## src/rtl/psc_pkg.sv

```systemverilog
// rtl/psc_pkg.sv - shared types and reset constants for pattern_scan_ctrl
package psc_pkg;

  typedef enum logic {
    IDLE  = 1'b0,
    SHIFT = 1'b1
  } state_t;

  localparam logic [3:0] PAT_RESET_DEF = 4'b1011;

endpackage

```

## src/rtl/pattern_scan_ctrl_if.sv

```systemverilog
// rtl/pattern_scan_ctrl_if.sv - word stream, config and status bundle of pattern_scan_ctrl
interface pattern_scan_ctrl_if #(
  parameter int DATA_W = 8,
  parameter int PAT_W  = 4,
  parameter int CNT_W  = 16
) ();

  logic              cfg_we;
  logic [PAT_W-1:0]  cfg_pattern;
  logic [CNT_W-1:0]  cfg_thresh;
  logic              in_valid;
  logic              in_ready;
  logic [DATA_W-1:0] in_data;
  logic              busy;
  logic              det_pulse;
  logic [CNT_W-1:0]  match_cnt;
  logic              irq;
  logic              irq_clr;

  modport master (
    output cfg_we, cfg_pattern, cfg_thresh, in_valid, in_data, irq_clr,
    input  in_ready, busy, det_pulse, match_cnt, irq
  );

  modport slave (
    input  cfg_we, cfg_pattern, cfg_thresh, in_valid, in_data, irq_clr,
    output in_ready, busy, det_pulse, match_cnt, irq
  );

endinterface

```

## src/rtl/pattern_match_core.sv

```systemverilog
// rtl/pattern_match_core.sv - overlapping serial pattern detector with registered det_pulse
module pattern_match_core #(
  parameter int PAT_W = 4
) (
  input  logic             clk,
  input  logic             reset_n,
  input  logic             shift_en,
  input  logic             bit_in,
  input  logic             clr,
  input  logic [PAT_W-1:0] pattern,
  output logic             det_pulse
);

  localparam int FILL_W = $clog2(PAT_W + 1);

  logic [PAT_W-1:0]  hist_q, hist_d, hist_shift;
  logic [FILL_W-1:0] fill_q, fill_d, fill_inc;
  logic              det_q, det_d;

  always_comb begin
    hist_shift = {hist_q[PAT_W-2:0], bit_in};
    fill_inc   = (fill_q == FILL_W'(PAT_W)) ? fill_q : fill_q + 1'b1;
    hist_d     = shift_en ? hist_shift : hist_q;
    // clr drops the fill after this cycle's bit has been evaluated
    if (clr) begin
      fill_d = '0;
    end else if (shift_en) begin
      fill_d = fill_inc;
    end else begin
      fill_d = fill_q;
    end
    det_d = shift_en && (fill_inc == FILL_W'(PAT_W)) && (hist_shift == pattern);
  end

  always_ff @(posedge clk or negedge reset_n) begin
    if (!reset_n) begin
      hist_q <= '0;
      fill_q <= '0;
      det_q  <= 1'b0;
    end else begin
      hist_q <= hist_d;
      fill_q <= fill_d;
      det_q  <= det_d;
    end
  end

  assign det_pulse = det_q;

endmodule

```

## src/rtl/pattern_scan_ctrl.sv

```systemverilog
// rtl/pattern_scan_ctrl.sv - word serialiser, match counter and irq; PSC_BYTE_ALIGN_EN confines matches to one word
module pattern_scan_ctrl
  import psc_pkg::*;
#(
  parameter int               DATA_W    = 8,
  parameter int               PAT_W     = 4,
  parameter int               CNT_W     = 16,
  parameter logic [PAT_W-1:0] PAT_RESET = PAT_W'(PAT_RESET_DEF)
) (
  input logic               clk,
  input logic               reset_n,
  pattern_scan_ctrl_if.slave bus
);

  localparam int              IDX_W    = (DATA_W > 1) ? $clog2(DATA_W) : 1;
  localparam logic [IDX_W-1:0] IDX_LAST = IDX_W'(DATA_W - 1);

  state_t            state_q, state_d;
  logic [IDX_W-1:0]  bit_idx_q, bit_idx_d;
  logic [DATA_W-1:0] word_q, word_d;
  logic              in_ready_q, in_ready_d;
  logic              busy_q, busy_d;
  logic [PAT_W-1:0]  pattern_q, pattern_d;
  logic [CNT_W-1:0]  thresh_q, thresh_d;
  logic [CNT_W-1:0]  cnt_q, cnt_d, cnt_next;
  logic              irq_q, irq_d;

  logic accept, cfg_fire, align_clr, det, cnt_inc_en, irq_set;

  assign accept   = bus.in_valid && in_ready_q;
  assign cfg_fire = bus.cfg_we && (state_q == IDLE) && !bus.in_valid;

`ifdef PSC_BYTE_ALIGN_EN
  assign align_clr = accept;
`else
  assign align_clr = 1'b0;
`endif

  pattern_match_core #(.PAT_W(PAT_W)) u_core (
    .clk       (clk),
    .reset_n   (reset_n),
    .shift_en  (state_q == SHIFT),
    .bit_in    (word_q[bit_idx_q]),
    .clr       (cfg_fire || align_clr),
    .pattern   (pattern_q),
    .det_pulse (det)
  );

  assign cnt_next   = cnt_q + 1'b1;
  assign cnt_inc_en = det && (cnt_q != '1);
  assign irq_set    = cnt_inc_en && (cnt_next == thresh_q) && (thresh_q != '0);

  always_comb begin
    state_d   = state_q;
    bit_idx_d = bit_idx_q;
    word_d    = word_q;
    pattern_d = pattern_q;
    thresh_d  = thresh_q;
    cnt_d     = cnt_q;
    irq_d     = irq_q;

    case (state_q)
      IDLE: begin
        if (accept) begin
          state_d   = SHIFT;
          word_d    = bus.in_data;
          bit_idx_d = IDX_LAST;
        end
      end
      SHIFT: begin
        // last bit goes out this cycle; reload with no bubble if a word is offered
        if (bit_idx_q == '0) begin
          if (accept) begin
            word_d    = bus.in_data;
            bit_idx_d = IDX_LAST;
          end else begin
            state_d = IDLE;
          end
        end else begin
          bit_idx_d = bit_idx_q - 1'b1;
        end
      end
    endcase

    in_ready_d = (state_d == IDLE) || (bit_idx_d == '0);
    busy_d     = (state_d == SHIFT);

    if (cfg_fire) begin
      pattern_d = bus.cfg_pattern;
      thresh_d  = bus.cfg_thresh;
      cnt_d     = '0;
      irq_d     = 1'b0;
    end else begin
      if (cnt_inc_en) begin
        cnt_d = cnt_next;
      end
      if (irq_set) begin
        irq_d = 1'b1;
      end else if (bus.irq_clr) begin
        irq_d = 1'b0;
      end
    end
  end

  always_ff @(posedge clk or negedge reset_n) begin
    if (!reset_n) begin
      state_q    <= IDLE;
      bit_idx_q  <= '0;
      word_q     <= '0;
      in_ready_q <= 1'b1;
      busy_q     <= 1'b0;
      pattern_q  <= PAT_RESET;
      thresh_q   <= '0;
      cnt_q      <= '0;
      irq_q      <= 1'b0;
    end else begin
      state_q    <= state_d;
      bit_idx_q  <= bit_idx_d;
      word_q     <= word_d;
      in_ready_q <= in_ready_d;
      busy_q     <= busy_d;
      pattern_q  <= pattern_d;
      thresh_q   <= thresh_d;
      cnt_q      <= cnt_d;
      irq_q      <= irq_d;
    end
  end

  assign bus.in_ready  = in_ready_q;
  assign bus.busy      = busy_q;
  assign bus.det_pulse = det;
  assign bus.match_cnt = cnt_q;
  assign bus.irq       = irq_q;

endmodule

```

## src/flat_wrapper.sv

```systemverilog
// flat-port wrapper written by rule: the top's interface ports become plain ports
module pattern_scan_ctrl_flat import psc_pkg::*;
#(
  parameter int               DATA_W    = 8,
  parameter int               PAT_W     = 4,
  parameter int               CNT_W     = 16,
  parameter logic [PAT_W-1:0] PAT_RESET = PAT_W'(PAT_RESET_DEF)
)
  (clk, reset_n, bus_cfg_we, bus_cfg_pattern, bus_cfg_thresh, bus_in_valid, bus_in_data, bus_irq_clr, bus_in_ready, bus_busy, bus_det_pulse, bus_match_cnt, bus_irq);
  pattern_scan_ctrl_if #(.DATA_W(DATA_W), .PAT_W(PAT_W), .CNT_W(CNT_W)) bus_i ();
  input logic clk;
  input logic reset_n;
  input wire logic [$bits(bus_i.cfg_we)-1:0] bus_cfg_we;
  input wire logic [$bits(bus_i.cfg_pattern)-1:0] bus_cfg_pattern;
  input wire logic [$bits(bus_i.cfg_thresh)-1:0] bus_cfg_thresh;
  input wire logic [$bits(bus_i.in_valid)-1:0] bus_in_valid;
  input wire logic [$bits(bus_i.in_data)-1:0] bus_in_data;
  input wire logic [$bits(bus_i.irq_clr)-1:0] bus_irq_clr;
  output wire logic [$bits(bus_i.in_ready)-1:0] bus_in_ready;
  output wire logic [$bits(bus_i.busy)-1:0] bus_busy;
  output wire logic [$bits(bus_i.det_pulse)-1:0] bus_det_pulse;
  output wire logic [$bits(bus_i.match_cnt)-1:0] bus_match_cnt;
  output wire logic [$bits(bus_i.irq)-1:0] bus_irq;
  assign bus_i.cfg_we = bus_cfg_we;
  assign bus_i.cfg_pattern = bus_cfg_pattern;
  assign bus_i.cfg_thresh = bus_cfg_thresh;
  assign bus_i.in_valid = bus_in_valid;
  assign bus_i.in_data = bus_in_data;
  assign bus_i.irq_clr = bus_irq_clr;
  assign bus_in_ready = bus_i.in_ready;
  assign bus_busy = bus_i.busy;
  assign bus_det_pulse = bus_i.det_pulse;
  assign bus_match_cnt = bus_i.match_cnt;
  assign bus_irq = bus_i.irq;
  pattern_scan_ctrl #(.DATA_W(DATA_W), .PAT_W(PAT_W), .CNT_W(CNT_W), .PAT_RESET(PAT_RESET)) u_core (.clk(clk), .reset_n(reset_n), .bus(bus_i));
endmodule
```

## config.mk

```make
export PLATFORM = sky130hd
export DESIGN_NAME = pattern_scan_ctrl_flat
export DESIGN_NICKNAME = d
export VERILOG_FILES = /design/src/rtl/psc_pkg.sv /design/src/rtl/pattern_scan_ctrl_if.sv /design/src/rtl/pattern_match_core.sv /design/src/rtl/pattern_scan_ctrl.sv /design/src/flat_wrapper.sv
export SDC_FILE = /design/constraint.sdc
export NUM_CORES = 1
export LEC_CHECK = 0
export ABC_AREA = 1
export CAP_MARGIN = 20
export CORE_MARGIN = 1
export CORE_UTILIZATION = 55
export CTS_CLUSTER_DIAMETER = 80
export DETAILED_ROUTE_END_ITERATION = 7
export DONT_BUFFER_PORTS = 1
export PLACE_DENSITY = 0.73
export SYNTH_ARGS = -nofsm -noshare
export SYNTH_HDL_FRONTEND = slang
export SYNTH_SLANG_ARGS = --single-unit
```

## constraint.sdc

```tcl
create_clock -name clk -period 2.23 [get_ports clk]
set_clock_uncertainty 0.1 [all_clocks]
set_input_delay 0.3345 -clock clk [delete_from_list [all_inputs] [get_ports clk]]
set_output_delay 0.3345 -clock clk [all_outputs]
set_load 0.01 [all_outputs]
```

After elaboration in Yosys (flattened, before gate mapping)
Index checks and enable logic that the tools add are counted.
{"block": "totals", "n_memories": 0, "wordCells": 58, "in_bits": 33, "mem_bits_rw": 0, "mem_bits_ro": 0, "out_inout_bits": 20, "reg_bits": 57, "latchBits": 0}
{"block": "classes", "n_addsub": 3, "muxes": 19, "n_mul": 0, "div": 0, "shifts": 0, "reduce_logical": 16, "order_cmp": 1, "bitwise": 2, "eq_ne": 6}
{"operator": "$mux 16", "n": 2}
{"operator": "$add 16x1->16 const B", "n": 1}
{"operator": "$eq 16x16->1", "n": 1}
{"operator": "$mux 8", "n": 2}
{"operator": "$ne 16x16->1 const B", "n": 1}
{"operator": "$pmux 8 s2", "n": 1}
{"operator": "$reduce_bool 16->1", "n": 1}
{"operator": "$mux 3", "n": 5}
{"operator": "$logic_and 1x1->1", "n": 8}
{"operator": "$eq 3x3->1 const B", "n": 2}
{"operator": "$logic_not 3->1", "n": 2}
{"operator": "$mux 1", "n": 6}
{"operator": "$pmux 3 s2", "n": 1}
{"operator": "$eq 4x4->1", "n": 1}
{"operator": "$lt 3x4->1 const B", "n": 1}
{"operator": "$reduce_bool 2->1", "n": 2}
{"operator": "$add 3x1->3 const B", "n": 1}
{"operator": "$bmux 1 s3", "n": 1}
{"operator": "$reduce_bool 3->1", "n": 1}
{"operator": "$sub 3x1->3 const B", "n": 1}
{"operator": "$ne 2x2->1 const B", "n": 1}
{"operator": "$not 1->1", "n": 2}
{"operator": "$pmux 1 s2", "n": 1}
{"operator": "$logic_not 1->1", "n": 1}
{"operator": "$logic_or 1x1->1", "n": 1}

Longest topological paths before layout
{"block": "logic_depth", "ltp_word": 6, "mapped_depth": 14, "depth_no_buf": 14}

Cells and area by module
A second synthesis with hierarchy kept.
{"block": "unflattened", "hier_cells": 423, "area_unflattened_um2": 3264.4}
{"mod": "pattern_scan_ctrl", "n_inst": 1, "seq_area_each_um2": 1256.2, "area_per_inst_um2": 2871.5, "cells_per_inst": 371}
{"mod": "pattern_match_core", "n_inst": 1, "seq_area_each_um2": 175.2, "area_per_inst_um2": 392.9, "cells_per_inst": 52}

Worst setup path after synthesis
Ideal clock, no wire load.
{"block": "synth_path", "path_kind": "flip-flop to flip-flop", "from": "reg u_core.cnt_q[0], in the netlist u_core.bus.match_cnt[0]", "to": "reg u_core.irq_q, in the netlist u_core.bus.irq", "period_less_slack_ps": 1855, "arrival_ps": 1681, "n_path_buf": 0, "setup_ps": 74, "path_stages_with_launch": 14, "required_time_ps": 2056, "slack_ps": 375, "path_cell_list": "dfrtp_1 -> ha_1 -> nand2_1 -> nor2_2 -> nand3_2 -> nor2_1 -> nand2_1 -> nand2_1 -> nand2_1 -> nand2_1 -> nand2_1 -> nor2_1 -> nand2_1 -> a21oi_2"}
{"block": "synth_via", "elab_chain_len": 6, "elab_cells_between_ends": 9, "cone_classes": "1 x add/sub; 2 x eq/ne; 2 x mux; 4 x reduce/logical"}
{"element": "from (decl)", "line": "pattern_scan_ctrl.sv:25", "text": "logic [CNT_W-1:0] cnt_q, cnt_d, cnt_next;"}
{"element": "from (signal assigned)", "line": "pattern_scan_ctrl.sv:124", "text": "cnt_q <= cnt_d;"}
{"element": "$add 16x1->16 / $ne 16x16->1 (equally long branches)", "line": "pattern_scan_ctrl.sv:49, pattern_scan_ctrl.sv:50"}
{"element": "$eq 16x16->1 / $logic_and 1x1->1 (equally long branches)", "line": "pattern_scan_ctrl.sv:51, pattern_scan_ctrl.sv:50"}
{"element": "$logic_and 1x1->1 (*) (2 in a row)", "line": "pattern_scan_ctrl.sv:51", "text": "assign irq_set = cnt_inc_en && (cnt_next == thresh_q) && (thresh_q != '0);"}
{"element": "$mux 1", "line": "pattern_scan_ctrl.sv:97", "text": "if (irq_set) begin"}
{"element": "$mux 1", "line": "pattern_scan_ctrl.sv:88", "text": "if (cfg_fire) begin"}
{"element": "to (signal assigned)", "line": "pattern_scan_ctrl.sv:125", "text": "irq_q <= irq_d;"}
{"element": "to (decl)", "line": "pattern_scan_ctrl.sv:26", "text": "logic irq_q, irq_d;"}
Mark *: on every way between the ends. The rest lies on a longest branch, timed or not.
A chain may end at the register's enable or synchronous reset.

Worst setup path after layout
{"block": "layout_path", "from": "reg u_core.cnt_q[0], in the netlist u_core.bus.match_cnt[0]", "to": "reg u_core.cnt_q[7], in the netlist u_core.bus.match_cnt[7]"}
{"block": "layout_via", "elab_chain_len": 3, "elab_cells_between_ends": 6, "cone_classes": "1 x add/sub; 1 x eq/ne; 2 x mux; 2 x reduce/logical"}
{"element": "$add 16x1->16 / $ne 16x16->1 (equally long branches)", "line": "pattern_scan_ctrl.sv:49, pattern_scan_ctrl.sv:50"}
{"element": "$mux 16 / $logic_and 1x1->1 (equally long branches)", "line": "pattern_scan_ctrl.sv:94, pattern_scan_ctrl.sv:50"}
{"element": "$mux 16 / $reduce_bool 2->1 (equally long branches)"}
Several ways; a longest one is shown, not always the timed one. The select of a mux whose other input is x is not followed.

==> summary.md <==
| Metric | Value |
|---|---|
| Status | finished clean |
| Post-synth EDFFs | 0 |
| Fin. Hold Viols | 0 |
| GRT met2 Usage | 45.4% |
| CP arrival | 2.13 ns |
| Slew Limit Headroom | 74.7% |
| Core box area | 5270 sq um |
| Count leader, synth | nand2_1 |
| Post-Syn Area | 3090 sq um |
| Post-synthesis average cell area | 7.67 sq um |
| DRT antenna net count | 0 |
| Largest net degree at the start of global routing | 58 |
| Total track usage | 26.6% |
| Fmax | 0.501 GHz |
| Flops & latches, synth | 57 |
| Maximum vdd drop | 787 uV |
| Worst-path clk slew | 0.06 ns |
| Mux cell area share after synthesis | 2.91% |
| Diodes inserted | 0 |
| GRT busiest layer | met2 |
| Via Count | 2793 |
| Remaining Overflow, GRT | 0 |
| Die width | 77.0 um |
| Nets | 460 |
| Area leader, netlist | dfrtp_1 |
| Compound-cell area share of the yosys netlist | 8.98% |
| Multi-input gate area | 1470 sq um |
| First-pass iteration count of the detailed router | 4 |
| First-pass GRT wire length | 12300 um |
| Total Neg Setup Slack | 0 ns |
| Routability cong. | 0.880 |
| Sink Count | 57 |
| RSZ-0062 raised after global routing | no |
| Count of cell types in the netlist | 27 |
| Syn Nets | 441 |
| DRC violations left | 0 |
| Synth top cells by count | nand2_1 (134), dfrtp_1 (53), inv_1 (41), nand3_1 (37), nor2_1 (30) |
| Met3 track demand over resource | 7.74% |
| Fin. max-slew vios | 0 |
| Synth-to-layout area growth | 11.8% |
| Routed len/inst | 14.5 um |
| Met1 Track Usage GR | 31.3% |
| Synth top area share | 42.9% |
| Clock Latency Late Sink | 0.34 ns |
| DRT iter0 DRCs | 164 |
| Critical Path RT | 2.37 ns |
| Starting density of the core | 58.7% |
| I/O pin total | 53 |
| Layout Cells excl Fill | 497 |
| TritonCTS clock tree | built |
| Post-Synth XOR/XNOR Area | 3.12% |
| Largest family of logic cells by synthesized area | simple AND/OR/NAND/NOR gates |
| Simple logic cell fraction of the synthesized area | 30.4% |
| Post-Synth Adder-Cell Area | 2.02% |
| Clock H-tree levels | 3 |
| CP max FO | 10 |
| Tcrit/Tclk final | 89.4% |
| Ys async rst share | 100% |
| Crit path launch type | flop |
| Final setup fails | 0 |
| Min-Delay Path Class | input port to flop |
| Root Driver | clkbuf_8 |
| Port Buffers | 0 |
| Synth warn | 0 |
| Seq. cell area | 1430 sq um |
| Synth top area cells | dfrtp_1 (43%), nand2_1 (16%), nand3_1 (6.0%), inv_1 (5.0%), o21ai_0 (4.5%) |
| Leakage power | 1.59 nW |
| Fin crit period | 1.99 ns |
| Initial antenna violation count | 0 |
| Placed insts | 476 |
| Filler cells | 494 |
| Pwr per Cell Area | 1300 nW/um^2 |
| CTS buffer count | 9 |
| Die ar. | 5930 sq um |
| Least-Margin Pin Slew | 0.380 ns |
| Drt via density | 5.62 |
| Max-Cap Viols | 0 |
| Final wirelength | 7190 um |
| Synth Flop Type | dfrtp_1 |
| Critical path endpoint category | flop |
| Chip height | 77.0 um |
| Seq/Total Area, Yosys | 46.3% |
| Vias in the first global route | 2697 |
| Clk buf depth | 2 |
| FP Rows | 26 |
| Hpwl dp | 5290 um |
| Crit Path Category | flop to flop |
| Syn Inst Count | 403 |
| Layout cell share with drive strength beyond 1 | 10.8% |
==> worst paths after layout <==
path	slack, ns	end	depth (start not counted)	start
setup / recovery	0.24	u_core.bus.match_cnt[7]	10	u_core.bus.match_cnt[0]
hold / removal	0.02	u_core.thresh_q[1]	2	bus_cfg_thresh[1]
setup reg to reg	0.24	u_core.bus.match_cnt[7]	10	u_core.bus.match_cnt[0]
hold reg to reg	0.37	u_core.pattern_q[0]	2	u_core.pattern_q[0]
max in group asynchronous	1.30	u_core.bus.in_ready	2	reset_n
min in group asynchronous	0.43	u_core.thresh_q[10]	2	reset_n
==> cell families after synthesis <==
| logic type | count (synthesis) |
|---|---|
| xor gates and xnor gates | 11 |
| DFF | 57 |
| AOI/OAI and AO/OA | 50 |
| and+or+nand+nor | 221 |
| muxes | 8 |
| buffers and inverters | 51 |
| adders and majority gates | 5 |
==> where the power goes <==
group	leakage (nW)	switching [mW]	internal, mW
combinational	0.797	1.02	0.707
sequential	0.712	0.450	1.51
clock	0.0790	0.387	0.437
==> placed cells by master (no fill, tap or decap), types with 6 or more instances in the layout <==
cell / n
mux2_2: 8
buf_4: 9
o21ai_0: 27
nand3_1: 37
nand4_1: 9
clkbuf_1: 6
dfrtp_1: 53
xor2_1: 6
clkbuf_8: 10
nand2_1: 134
nor2_2: 6
inv_1: 41
nor2_1: 30
o22ai_1: 14
==> per-layer routing <==
metal / part of all wire (%) / vias up
li1: - / 1355
met1: 42 / 1323
met2: 51 / 96
met3: 5.5 / 19
met4: 2.2 / 0
met5: 0 / -
==> state kept, by name, indices dropped and copies added (netlist names) <==
name,flops
u_core.bit_idx_q,3
u_core.bus.in_ready,1
u_core.bus.irq,1
u_core.bus.match_cnt,16
u_core.pattern_q,4
u_core.state_q,1
u_core.thresh_q,16
u_core.u_core.det_pulse,1
u_core.u_core.fill_q,3
u_core.u_core.hist_q,3
u_core.word_q,8
==> metrics by stage <==
step	utilization [%]	hold slack [ns]	cell area (sq um)	total power [mW]	setup WS, ns
CTS	65.6	0.00263	3460	4.52	0.125
global route	65.6	0.00639	3460	4.89	0.0885
detailed placement	61.3	-0.0600	3230	3.65	0.161
floorplan	-	-0.0611	3090	3.18	0.375
global placement	61.3	-0.0593	3230	3.60	0.198
finish	65.6	0.0169	3460	4.51	0.236
==> area by class of cell <==
type	count	share of cell area, %
clock buffer	16	4.63
inverter	45	4.89
tap	70	2.53
timing repair buffer	14	3.91
sequential	57	41.4
multi-input combinational	295	42.6
==> critical path: stages, from the launching register on <==
cell	delay (ns)
dfrtp_1	0.38
ha_1	0.25
nand2_1	0.09
nor2_2	0.07
nand2_1	0.11
nor2_1	0.07
nor2_1	0.15
inv_2	0.08
nor2_2	0.23
inv_2	0.18
o22ai_1	0.20
==> repair_timing <==
| item | in CTS | in global routing |
|---|---|---|
| endpoints found under the setup margin | 0 | 9 |
| resized for setup | 0 | 1 |
| setup buffers | 0 | 0 |
| hold endpoints to repair | 60 | 0 |
| hold buffers | 5 | 0 |
No activity file was read; power rests on OpenSTA's default activity.
